==> config.mk <==
export PLATFORM = sky130hd
export DESIGN_NAME = alu_issue_ctrl_flat
export DESIGN_NICKNAME = d
export VERILOG_FILES = /design/src/rtl/alu_pkg.sv /design/src/rtl/alu_issue_ctrl_if.sv /design/src/rtl/sync_fifo.sv /design/src/rtl/alu_issue_ctrl.sv /design/src/flat_wrapper.sv
export SDC_FILE = /design/constraint.sdc
export NUM_CORES = 1
export LEC_CHECK = 0
export BUFFER_PORTS_ARGS = -buffer_cell sky130_fd_sc_hd__buf_2
export CAP_MARGIN = 20
export CORE_ASPECT_RATIO = 0.75
export CORE_MARGIN = 4
export CORE_UTILIZATION = 25
export CTS_BUF_LIST = sky130_fd_sc_hd__clkbuf_4 sky130_fd_sc_hd__clkbuf_8
export CTS_CLUSTER_SIZE = 28
export DETAILED_ROUTE_END_ITERATION = 16
export GPL_TIMING_DRIVEN = 0
export HOLD_SLACK_MARGIN = 0.08
export SYNTH_ARGS = -nofsm -noshare
export SYNTH_HDL_FRONTEND = slang
export SYNTH_SLANG_ARGS = --single-unit
==> constraint.sdc <==
create_clock -name clk -period 4.6 [get_ports clk]
set_input_delay 0.92 -clock clk [delete_from_list [all_inputs] [get_ports clk]]
set_output_delay 0.92 -clock clk [all_outputs]
set_load 0.02 [all_outputs]
==> src/rtl/alu_pkg.sv <==
// Shared definitions for the alu command/issue path: default sizes, op encoding
// and the command record carried from the command port to the alu.
package alu_pkg;
    localparam int DEF_WIDTH = 8;
    localparam int DEF_DEPTH = 4;
    localparam int DEF_TAG_W = 2;

    localparam logic OP_SUB = 1'b0;
    localparam logic OP_ADD = 1'b1;

    typedef struct packed {
        logic [DEF_WIDTH-1:0] a;
        logic [DEF_WIDTH-1:0] b;
        logic                 op;
        logic [DEF_TAG_W-1:0] tag;
    } cmd_t;
endpackage

==> src/rtl/alu_issue_ctrl_if.sv <==
// Bundles the command, alu and response signals of alu_issue_ctrl.
// Handshakes: a transfer happens on a posedge where valid & ready are both high;
// a source holds valid and its payload stable until that transfer.
interface alu_issue_ctrl_if #(
    parameter int WIDTH = alu_pkg::DEF_WIDTH,
    parameter int TAG_W = alu_pkg::DEF_TAG_W
);
    logic             cmd_valid;
    logic             cmd_ready;
    logic [WIDTH-1:0] cmd_a;
    logic [WIDTH-1:0] cmd_b;
    logic             cmd_op;
    logic [TAG_W-1:0] cmd_tag;

    logic [WIDTH-1:0] alu_a;
    logic [WIDTH-1:0] alu_b;
    logic             alu_op;
    logic [WIDTH-1:0] alu_out;

    logic             rsp_valid;
    logic             rsp_ready;
    logic [WIDTH-1:0] rsp_data;
    logic [TAG_W-1:0] rsp_tag;

    logic             busy;

    modport slave (
        input  cmd_valid, cmd_a, cmd_b, cmd_op, cmd_tag, alu_out, rsp_ready,
        output cmd_ready, alu_a, alu_b, alu_op, rsp_valid, rsp_data, rsp_tag, busy
    );

    modport master (
        output cmd_valid, cmd_a, cmd_b, cmd_op, cmd_tag, alu_out, rsp_ready,
        input  cmd_ready, alu_a, alu_b, alu_op, rsp_valid, rsp_data, rsp_tag, busy
    );
endinterface

==> src/rtl/sync_fifo.sv <==
// Synchronous FIFO with a combinational head; pushes while full and pops while
// empty are ignored, so the full flag never depends on a same-cycle pop.
module sync_fifo #(
    parameter int W     = 8,
    parameter int DEPTH = 4
) (
    input  logic         clk,
    input  logic         rst,
    input  logic         i_push,
    input  logic [W-1:0] i_data,
    input  logic         i_pop,
    output logic [W-1:0] o_data,
    output logic         o_full,
    output logic         o_empty
);
    localparam int AW = $clog2(DEPTH);

    logic [W-1:0]  r_mem [DEPTH];
    logic [AW-1:0] r_wr;
    logic [AW-1:0] r_rd;
    logic [AW:0]   r_cnt;
    logic          w_push;
    logic          w_pop;

    assign o_full  = (r_cnt == (AW+1)'(DEPTH));
    assign o_empty = (r_cnt == '0);
    assign w_push  = i_push && !o_full;
    assign w_pop   = i_pop && !o_empty;
    assign o_data  = r_mem[r_rd];

    always_ff @(posedge clk) begin
        if (rst) begin
            r_wr  <= '0;
            r_rd  <= '0;
            r_cnt <= '0;
        end else begin
            if (w_push) r_wr <= r_wr + 1'b1;
            if (w_pop)  r_rd <= r_rd + 1'b1;
            r_cnt <= r_cnt + (AW+1)'(w_push) - (AW+1)'(w_pop);
        end
    end

    always_ff @(posedge clk) begin
        if (w_push) r_mem[r_wr] <= i_data;
    end
endmodule

==> src/rtl/alu_issue_ctrl.sv <==
// Command stage in front of a 1-cycle registered alu: queues tagged commands,
// issues against result-buffer credit, and returns results in order.
module alu_issue_ctrl #(
    parameter int WIDTH = alu_pkg::DEF_WIDTH,
    parameter int DEPTH = alu_pkg::DEF_DEPTH,
    parameter int TAG_W = alu_pkg::DEF_TAG_W
) (
    input  logic              clk,
    input  logic              rst,
    alu_issue_ctrl_if.slave   bus
);
    import alu_pkg::*;

    typedef struct packed {
        logic [WIDTH-1:0] a;
        logic [WIDTH-1:0] b;
        logic             op;
        logic [TAG_W-1:0] tag;
    } q_entry_t;

    localparam int QW = $bits(q_entry_t);

    q_entry_t         w_push_data;
    q_entry_t         w_head;
    logic             w_full;
    logic             w_empty;
    logic             w_issue;
    logic             w_rsp_fire;
    logic [2:0]       w_credit;

    logic             r_inflight;
    logic [TAG_W-1:0] r_tag_d;
    logic [WIDTH-1:0] r_rb_data [2];
    logic [TAG_W-1:0] r_rb_tag  [2];
    logic             r_rb_wr;
    logic             r_rb_rd;
    logic [1:0]       r_rb_cnt;

    assign w_push_data = {bus.cmd_a, bus.cmd_b, bus.cmd_op, bus.cmd_tag};

    sync_fifo #(.W(QW), .DEPTH(DEPTH)) u_cmd_q (
        .clk     (clk),
        .rst     (rst),
        .i_push  (bus.cmd_valid),
        .i_data  (w_push_data),
        .i_pop   (w_issue),
        .o_data  (w_head),
        .o_full  (w_full),
        .o_empty (w_empty)
    );

    assign bus.cmd_ready = !w_full && !rst;
    assign bus.alu_a     = w_head.a;
    assign bus.alu_b     = w_head.b;
    assign bus.alu_op    = w_head.op;

    // Issue only if the result, one cycle later, is sure to find a buffer slot.
    assign w_rsp_fire = (r_rb_cnt != 2'd0) && bus.rsp_ready;
    assign w_credit   = {1'b0, r_rb_cnt} + {2'b00, r_inflight};
    assign w_issue    = !w_empty && (w_credit <= 3'd1 + {2'b00, w_rsp_fire});

    always_ff @(posedge clk) begin
        if (rst) begin
            r_inflight <= 1'b0;
            r_tag_d    <= '0;
        end else begin
            r_inflight <= w_issue;
            if (w_issue) r_tag_d <= w_head.tag;
        end
    end

    always_ff @(posedge clk) begin
        if (rst) begin
            r_rb_wr  <= 1'b0;
            r_rb_rd  <= 1'b0;
            r_rb_cnt <= 2'd0;
        end else begin
            if (r_inflight) r_rb_wr <= ~r_rb_wr;
            if (w_rsp_fire) r_rb_rd <= ~r_rb_rd;
            r_rb_cnt <= r_rb_cnt + {1'b0, r_inflight} - {1'b0, w_rsp_fire};
        end
    end

    always_ff @(posedge clk) begin
        if (r_inflight) begin
            r_rb_data[r_rb_wr] <= bus.alu_out;
            r_rb_tag[r_rb_wr]  <= r_tag_d;
        end
    end

    assign bus.rsp_valid = (r_rb_cnt != 2'd0);
    assign bus.rsp_data  = r_rb_data[r_rb_rd];
    assign bus.rsp_tag   = r_rb_tag[r_rb_rd];
    assign bus.busy      = !w_empty || r_inflight || (r_rb_cnt != 2'd0);

    a_no_rb_overflow: assert property (@(posedge clk) disable iff (rst)
        !(r_inflight && (r_rb_cnt == 2'd2) && !w_rsp_fire));
endmodule
==> src/flat_wrapper.sv <==
// flat-port wrapper written by rule: the top's interface ports become plain ports
module alu_issue_ctrl_flat import alu_pkg::*;
#(
    parameter int WIDTH = alu_pkg::DEF_WIDTH,
    parameter int DEPTH = alu_pkg::DEF_DEPTH,
    parameter int TAG_W = alu_pkg::DEF_TAG_W
)
  (clk, rst, bus_cmd_valid, bus_cmd_a, bus_cmd_b, bus_cmd_op, bus_cmd_tag, bus_alu_out, bus_rsp_ready, bus_cmd_ready, bus_alu_a, bus_alu_b, bus_alu_op, bus_rsp_valid, bus_rsp_data, bus_rsp_tag, bus_busy);
  alu_issue_ctrl_if #(.WIDTH(WIDTH), .TAG_W(TAG_W)) bus_i ();
  input  logic clk;
  input  logic rst;
  input wire logic [$bits(bus_i.cmd_valid)-1:0] bus_cmd_valid;
  input wire logic [$bits(bus_i.cmd_a)-1:0] bus_cmd_a;
  input wire logic [$bits(bus_i.cmd_b)-1:0] bus_cmd_b;
  input wire logic [$bits(bus_i.cmd_op)-1:0] bus_cmd_op;
  input wire logic [$bits(bus_i.cmd_tag)-1:0] bus_cmd_tag;
  input wire logic [$bits(bus_i.alu_out)-1:0] bus_alu_out;
  input wire logic [$bits(bus_i.rsp_ready)-1:0] bus_rsp_ready;
  output wire logic [$bits(bus_i.cmd_ready)-1:0] bus_cmd_ready;
  output wire logic [$bits(bus_i.alu_a)-1:0] bus_alu_a;
  output wire logic [$bits(bus_i.alu_b)-1:0] bus_alu_b;
  output wire logic [$bits(bus_i.alu_op)-1:0] bus_alu_op;
  output wire logic [$bits(bus_i.rsp_valid)-1:0] bus_rsp_valid;
  output wire logic [$bits(bus_i.rsp_data)-1:0] bus_rsp_data;
  output wire logic [$bits(bus_i.rsp_tag)-1:0] bus_rsp_tag;
  output wire logic [$bits(bus_i.busy)-1:0] bus_busy;
  assign bus_i.cmd_valid = bus_cmd_valid;
  assign bus_i.cmd_a = bus_cmd_a;
  assign bus_i.cmd_b = bus_cmd_b;
  assign bus_i.cmd_op = bus_cmd_op;
  assign bus_i.cmd_tag = bus_cmd_tag;
  assign bus_i.alu_out = bus_alu_out;
  assign bus_i.rsp_ready = bus_rsp_ready;
  assign bus_cmd_ready = bus_i.cmd_ready;
  assign bus_alu_a = bus_i.alu_a;
  assign bus_alu_b = bus_i.alu_b;
  assign bus_alu_op = bus_i.alu_op;
  assign bus_rsp_valid = bus_i.rsp_valid;
  assign bus_rsp_data = bus_i.rsp_data;
  assign bus_rsp_tag = bus_i.rsp_tag;
  assign bus_busy = bus_i.busy;
  alu_issue_ctrl #(.WIDTH(WIDTH), .DEPTH(DEPTH), .TAG_W(TAG_W)) u_core (.clk(clk), .rst(rst), .bus(bus_i));
endmodule
==> results of run 1 <==
[power by group]
group | switching (mW) | internal, mW
clock network | 0.390 | 0.549
registers | 0.0556 | 1.28
logic | 0.566 | 0.492
total | 1.01 | 2.32
[final cells by class]
cell class / count / area share (%)
clock inverters: 9 / 1.908
multi-input cells: 89 / 18.54
plain buffers: 23 / 2.771
inverters: 11 / 0.7497
clock buffers: 23 / 5.520
flip-flops and latches: 113 / 58.52
well taps: 236 / 5.361
repair buffers: 62 / 6.633
[state kept, by name, indices dropped and copies added, names as in the netlist, named ones only]
| register | cells |
|---|---|
| u_core.r_rb_tag | 4 |
| u_core.r_rb_cnt | 2 |
| u_core.r_rb_data | 16 |
| u_core.r_rb_rd | 1 |
| u_core.u_cmd_q.r_rd | 2 |
| u_core.r_rb_wr | 1 |
| u_core.r_inflight | 1 |
| u_core.u_cmd_q.r_mem | 76 |
| u_core.u_cmd_q.r_wr | 2 |
| u_core.r_tag_d | 2 |
| u_core.u_cmd_q.r_cnt | 3 |
[synth_stat cells]
library cell	number	area (sq um)
sky130_fd_sc_hd__mux4_2	19	427.9
sky130_fd_sc_hd__o211ai_4	1	21.27
sky130_fd_sc_hd__mux2_2	10	112.6
sky130_fd_sc_hd__nor4bb_1	1	10.01
sky130_fd_sc_hd__mux2i_1	3	30.03
sky130_fd_sc_hd__clkbuf_1	4	15.01
sky130_fd_sc_hd__xor2_1	3	26.28
sky130_fd_sc_hd__nand2b_1	1	6.260
sky130_fd_sc_hd__a21oi_1	3	15.01
sky130_fd_sc_hd__or3_1	3	18.77
sky130_fd_sc_hd__inv_1	11	41.29
sky130_fd_sc_hd__clkbuf_2	1	5.000
sky130_fd_sc_hd__or2_2	1	6.260
sky130_fd_sc_hd__fa_1	2	40.04
sky130_fd_sc_hd__nor3b_1	1	7.510
sky130_fd_sc_hd__and2_1	5	31.28
sky130_fd_sc_hd__nor2_1	14	52.55
sky130_fd_sc_hd__o21ai_0	1	5.000
sky130_fd_sc_hd__nor2b_1	3	18.77
sky130_fd_sc_hd__xnor2_1	5	43.79
sky130_fd_sc_hd__dfxtp_1	17	340.3
sky130_fd_sc_hd__or4_4	1	11.26
sky130_fd_sc_hd__ha_1	10	125.1
sky130_fd_sc_hd__edfxtp_1	96	2883
sky130_fd_sc_hd__a21boi_1	1	7.510
sky130_fd_sc_hd__nand2_1	1	3.750
sky130_fd_sc_hd__buf_2	1	5.000
sky130_fd_sc_hd__buf_4	17	127.6
[metal layers]
metal | global-route usage, % | vias up
met4 | 3.962 | 0
met2 | 14.13 | 43
met3 | 4.232 | 9
met1 | 10.35 | 1130
met5 | 0 | -
li1 | - | 1038
[cells by family (layout without fill, tap and decap cells)]
logic type	count (synthesis)	count (layout)	share of synthesized area (%)
DFF	113	113	72.62
buffers and inverters	34	128	4.370
muxes	32	32	12.86
and+or+nand+nor	31	31	3.750
adders and majority gates	12	12	3.721
xor gates and xnor gates	8	8	1.579
AOI/OAI and AO/OA	6	6	1.099
[worst paths after layout]
path | start | endpoint | slack (ps) | cells past startpoint
min | u_core.r_tag_d[0] | u_core.r_rb_tag[0][0] | 470 | 0
min reg2reg | u_core.r_tag_d[0] | u_core.r_rb_tag[0][0] | 470 | 0
max reg2reg | u_core.r_rb_cnt[0] | u_core.u_cmd_q.r_cnt[2] | 1020 | 15
max | u_core.r_rb_cnt[0] | u_core.u_cmd_q.r_cnt[2] | 1020 | 15
[through the flow]
stage          cell area (sq um)  util, %  std cells  hold slack (ps)  total power, mW
3_3_place_gp                5029    29.35        531            443.8            2.393
3_5_place_dp                5029    29.35        531            448.8            2.434
6_report                    5508    32.15        566            465.5            3.331
5_1_grt                     5508    32.15        566            492.3            3.555
4_1_cts                     5438    31.74        563            465.6            3.384
2_1_floorplan               4438        -        236            425.3            2.135
[worst reg2reg max path, cell delays in order, from the launching register on]
cell                       delay, ps
sky130_fd_sc_hd__dfxtp_1         340
sky130_fd_sc_hd__or2_2           320
sky130_fd_sc_hd__nand2_1         180
sky130_fd_sc_hd__inv_1           100
sky130_fd_sc_hd__fa_1            480
sky130_fd_sc_hd__or4_4           510
sky130_fd_sc_hd__o211ai_4        170
sky130_fd_sc_hd__inv_1            90
sky130_fd_sc_hd__ha_1            300
sky130_fd_sc_hd__inv_1            60
sky130_fd_sc_hd__ha_1            140
sky130_fd_sc_hd__inv_1            50
sky130_fd_sc_hd__fa_1            380
sky130_fd_sc_hd__xor2_1          170
sky130_fd_sc_hd__xnor2_1         140
sky130_fd_sc_hd__nor2_1           50
==> flow_metrics.py, run 1 <==
metrics = {
    "clocking": {
        "cts_buffers": 17,
        "tritoncts": "built",
        "cts_resized": 0,
        "root_buffer": "sky130_fd_sc_hd__clkbuf_8",
        "clock_tree.htree_level_count": 4,
        "clock_transition_at_the_registers_of_the_reported_paths_ps": 70,
        "tritoncts_num_sinks": 113,
        "post_cts_buffers": 0,
        "cts.path.max_buffers": 2,
        "clock_latency_ps": 420,
        "post_cts_hold_buffer_count": 0,
    },
    "power_and_ir_drop": {
        "total_leakage_power_nw": 1.995,
        "vdd_drop_max_mv": 0.1918,
        "power_per_cell_area_nw_per_um2": 604.8,
    },
    "drt": {
        "drt_first_iter_violations": 97,
        "final_routed_wire_length_divided_by_cell_count_microns": 14.38,
        "wl_microns": 8138,
        "routed_wl_met2_microns": 4072,
        "via_count": 2220,
        "routed-wl-met3_microns": 408,
        "remaining_drc_errors": 0,
        "route.antenna.remaining_nets": 0,
        "detail_route.wirelength.met1_microns": 3511,
        "detail_route.vias_per_cell": 3.922,
        "drt_first_pass_iters": 4,
        "dr.max_layer_used": "met4",
    },
    "final_layout": {
        "drive_gt1_share_pct": 43.94,
        "area_growth_pct": 24.10,
        "most-common-layout-cells": "sky130_fd_sc_hd__edfxtp_1, sky130_fd_sc_hd__buf_2, sky130_fd_sc_hd__clkbuf_8, sky130_fd_sc_hd__mux4_2",
        "mostFrequentLayoutCell": "sky130_fd_sc_hd__edfxtp_1",
        "nets": 360,
        "fill_count": 1703,
        "sequential_cell_area_sq_um": 3223,
        "area_used_by_multi_input_combinational_logic_sq_um": 1021,
        "antenna-diode-count": 0,
    },
    "floorplanning": {
        "die_w_microns": 161.9,
        "initial_utilization_pct": 25.90,
        "boundaryPins": 61,
        "die-area_sq_um": 19970,
        "chipHeight_microns": 123.4,
        "fp.coreArea_sq_um": 17130,
        "fp-row-count": 41,
    },
    "placement": {
        "post_placement_worst_setup_slack_ps": 640.3,
        "routability_driven_placement_congestion_ratio": 0.6926,
        "hpwlAfterDp_microns": 5260,
        "port_buffers": 59,
    },
    "sta": {
        "max_slew_margin_pct": 30.50,
        "fmax_ghz": 0.2793,
        "grt_setup_unrepaired": "no",
        "finalWorstSetupSlack_ps": 1019,
        "worst_slew_pin_slew_ps": 1042,
        "fin_skew_ps": 9.516,
        "finalMaxSlewViolations": 0,
        "post-route-period-util_pct": 77.84,
        "finalSetupTns_ps": 0,
        "report.final.hold_viol_count": 0,
        "timing.final.crit_period_ps": 3581,
        "finalSetupViolCount": 0,
    },
    "global_routing": {
        "globalRouteOverflowTotal": 0,
        "gr-usage-all-layers_pct": 8.897,
        "grt_pass1_vias": 2393,
        "number_of_antenna_violations_at_the_first_check_in_global_routing": 0,
        "grt_pass1_wl_microns": 12900,
        "grt_start_max_net_pins": 20,
    },
    "setup_path": {
        "critical-path-top-cell-by-count": "sky130_fd_sc_hd__inv_1",
        "worst_path_largest_cell_delay_ps": 510,
        "crit_path_start_kind": "register",
        "endpoint_kind": "register",
        "critical_path.top_delay_family": "adder cells",
        "worst_ep_required_time_ps": 4900,
        "timing.critical_path.buf_inv": 4,
        "crit_type": "reg2reg",
        "path_cells": "or2_2, nand2_1, inv_1, fa_1, or4_4, o211ai_4, inv_1, ha_1, inv_1, ha_1, inv_1, fa_1, xor2_1, xnor2_1, nor2_1",
        "critPathArrivalTime_ps": 3880,
        "crit_path_top_delay_cell": "sky130_fd_sc_hd__or4_4",
        "crit_fanout": 7,
    },
    "logic_synthesis": {
        "synthesis.area_per_instance_sq_um": 18.81,
        "yosysUniqueCellTypes": 28,
        "ys_ff_latch": 113,
        "syn_area_sq_um": 4438,
        "mappedNetlistNets": 279,
        "yosysWarnings": 0,
        "netlist_instances": 236,
        "synth.yosys.seq_area_share_pct": 72.62,
    },
    "flow_run": {
        "timing.max_cap.violations": 0,
    },
    "outcome": {
        "outcome": "finished, final reports clean",
    },
    "hold_path": {
        "holdCritPathClass": "reg2reg",
    },
}
(Power assumes the default switching activity.)
==> run 2, diff against run 1 <==
Clock period 4.6 ns to 3.3 ns, I/O delays scaled along.
==> run 2 against run 1 <==
Net effect:
- register-to-register slack got worse by 890 ps
- critical path depth stayed put
- worst setup slack got worse by 890 ps
- non-clock buffer count grew 5
- maximum frequency is 13% higher
- critical path type unchanged
- sequential power is 41% higher
- wire length is 0.69% higher
- core utilization rose by 0.53 points
- cell area up 1.7%
- cell count rose by 0.88%
- sequential share of layout area down 0.80 points
- flip-flop and latch count unchanged
==> flow_metrics.py, run 2 (synthesis results as in run 1) <==
metrics = {
    "floorplanning": {
        "initial_utilization_pct": 25.90,
        "boundaryPins": 61,
        "die-area_sq_um": 19970,
        "die_w_microns": 161.9,
        "chipHeight_microns": 123.4,
        "fp.coreArea_sq_um": 17130,
        "fp-row-count": 41,
    },
    "placement": {
        "routability_driven_placement_congestion_ratio": 0.6488,
        "hpwlAfterDp_microns": 5336,
        "post_placement_worst_setup_slack_ps": -312.4,
        "port_buffers": 59,
    },
    "final_layout": {
        "fill_count": 1705,
        "nets": 365,
        "area_growth_pct": 26.16,
        "mostFrequentLayoutCell": "sky130_fd_sc_hd__edfxtp_1",
        "largest_register_ffs": 76,
        "drive_gt1_share_pct": 48.06,
        "top_regs": "u_core.u_cmd_q.r_mem: 76 flops, u_core.r_rb_data: 16 flops, u_core.r_rb_tag: 4 flops",
        "top_register": "u_core.u_cmd_q.r_mem",
        "most-common-layout-cells": "sky130_fd_sc_hd__edfxtp_1, sky130_fd_sc_hd__buf_2, sky130_fd_sc_hd__buf_4, sky130_fd_sc_hd__mux4_2, sky130_fd_sc_hd__clkbuf_8",
        "antenna-diode-count": 0,
    },
    "setup_path": {
        "endpoint_kind": "register",
        "crit_type": "reg2reg",
        "crit_path_start_kind": "register",
        "worst_ep_required_time_ps": 3590,
        "critPathArrivalTime_ps": 3460,
        "crit_fanout": 5,
    },
    "sta": {
        "fin_skew_ps": 11.24,
        "grt_setup_unrepaired": "no",
        "finalSetupTns_ps": 0,
        "timing.hold.ws_ps": 434.9,
        "timing.final.crit_period_ps": 3169,
        "finalWorstSetupSlack_ps": 131.3,
        "worst_slew_pin_slew_ps": 932.0,
        "fmax_ghz": 0.3156,
        "post-route-period-util_pct": 96.02,
        "finalSetupViolCount": 0,
        "max_slew_margin_pct": 37.74,
        "report.final.hold_viol_count": 0,
        "finalMaxSlewViolations": 0,
    },
    "drt": {
        "final_routed_wire_length_divided_by_cell_count_microns": 14.35,
        "drt_first_pass_iters": 4,
        "wl_microns": 8194,
        "remaining_drc_errors": 0,
        "detail_route.vias_per_cell": 3.870,
        "drt_first_iter_violations": 116,
        "route.antenna.remaining_nets": 0,
        "via_count": 2210,
    },
    "clocking": {
        "clock_tree.htree_level_count": 4,
        "cts.path.max_buffers": 2,
        "clock_latency_ps": 420,
        "root_buffer": "sky130_fd_sc_hd__clkbuf_8",
        "cts_buffers": 17,
        "post_cts_hold_buffer_count": 0,
        "clock_transition_at_the_registers_of_the_reported_paths_ps": 70,
        "tritoncts": "built",
        "tritoncts_num_sinks": 113,
    },
    "power_and_ir_drop": {
        "power_per_cell_area_nw_per_um2": 841.7,
        "vdd_drop_max_mv": 0.3569,
        "total_leakage_power_nw": 2.006,
    },
    "outcome": {
        "outcome": "finished, final reports clean",
    },
    "global_routing": {
        "globalRouteOverflowTotal": 0,
        "gr-usage-all-layers_pct": 8.714,
        "grt_pass1_vias": 2364,
        "grt_pass1_wl_microns": 12770,
        "grt_start_max_net_pins": 20,
        "number_of_antenna_violations_at_the_first_check_in_global_routing": 1,
    },
    "hold_path": {
        "holdCritPathClass": "in2reg",
    },
    "flow_run": {
        "timing.max_cap.violations": 0,
    },
}
[run 2: what timing repair did]
item | in CTS | in global routing
setup endpoints to repair | 1 | 1
gates resized for setup | 3 | 11
pin swaps | 1 | 6
setup buffers | 1 | 3
[run 2: worst paths after layout]
check / slack [ps] / end / cells past startpoint / from
worst max-delay path: 130 / u_core.u_cmd_q.r_cnt[2] / 15 / u_core.r_rb_cnt[1]
worst max register to register: 130 / u_core.u_cmd_q.r_cnt[2] / 15 / u_core.r_rb_cnt[1]
worst min-delay path: 430 / u_core.r_rb_data[0][4] / 1 / bus_alu_out[4]
worst min register to register: 470 / u_core.r_rb_tag[0][0] / 0 / u_core.r_tag_d[0]
[run 2: metrics by stage]
step	utilization, %	instances	power, mW	cell area, sq um
finish	32.68	571	4.713	5599
global route	32.68	571	5.031	5599
CTS	31.74	564	4.677	5438
detailed placement	29.38	531	3.392	5034
global placement	29.38	531	3.343	5034
floorplan	-	236	2.982	4443
[run 2: cell type report]
class | count | area [sq um] | area share, %
inverters | 11 | 41.29 | 0.7374
clock inverters | 15 | 155.1 | 2.771
clock buffers | 17 | 234.0 | 4.179
flip-flops and latches | 113 | 3232 | 57.72
multi-input cells | 89 | 1066 | 19.04
repair buffers | 67 | 422.9 | 7.553
plain buffers | 23 | 152.6 | 2.726
well taps | 236 | 295.3 | 5.274
[run 2: where the power goes]
part / internal, mW / switching [mW] / total [mW]
Combinational: 0.774 / 0.834 / 1.61
Sequential: 1.78 / 0.0834 / 1.87
Clock: 0.618 / 0.619 / 1.24
[run 2: per-layer routing]
layer / global-route usage, % / routed length, microns / vias up
li1: - / - / 1055
met1: 10.56 / 3671 / 1109
met2: 14.08 / 4116 / 37
met3: 3.732 / 301 / 7
met4: 3.011 / 91 / 2
met5: 0 / 13 / -
[run 2: critical path, stage by stage (launching register included)]
cell	delay, ps
sky130_fd_sc_hd__dfxtp_2	340
sky130_fd_sc_hd__or2_4	270
sky130_fd_sc_hd__nand2_4	60
sky130_fd_sc_hd__inv_1	40
sky130_fd_sc_hd__fa_1	450
sky130_fd_sc_hd__or4_4	540
sky130_fd_sc_hd__o211ai_4	100
sky130_fd_sc_hd__inv_2	70
sky130_fd_sc_hd__ha_4	240
sky130_fd_sc_hd__inv_2	60
sky130_fd_sc_hd__ha_4	110
sky130_fd_sc_hd__inv_2	30
sky130_fd_sc_hd__fa_2	360
sky130_fd_sc_hd__xor2_2	150
sky130_fd_sc_hd__xnor2_1	160
sky130_fd_sc_hd__nor2_1	50
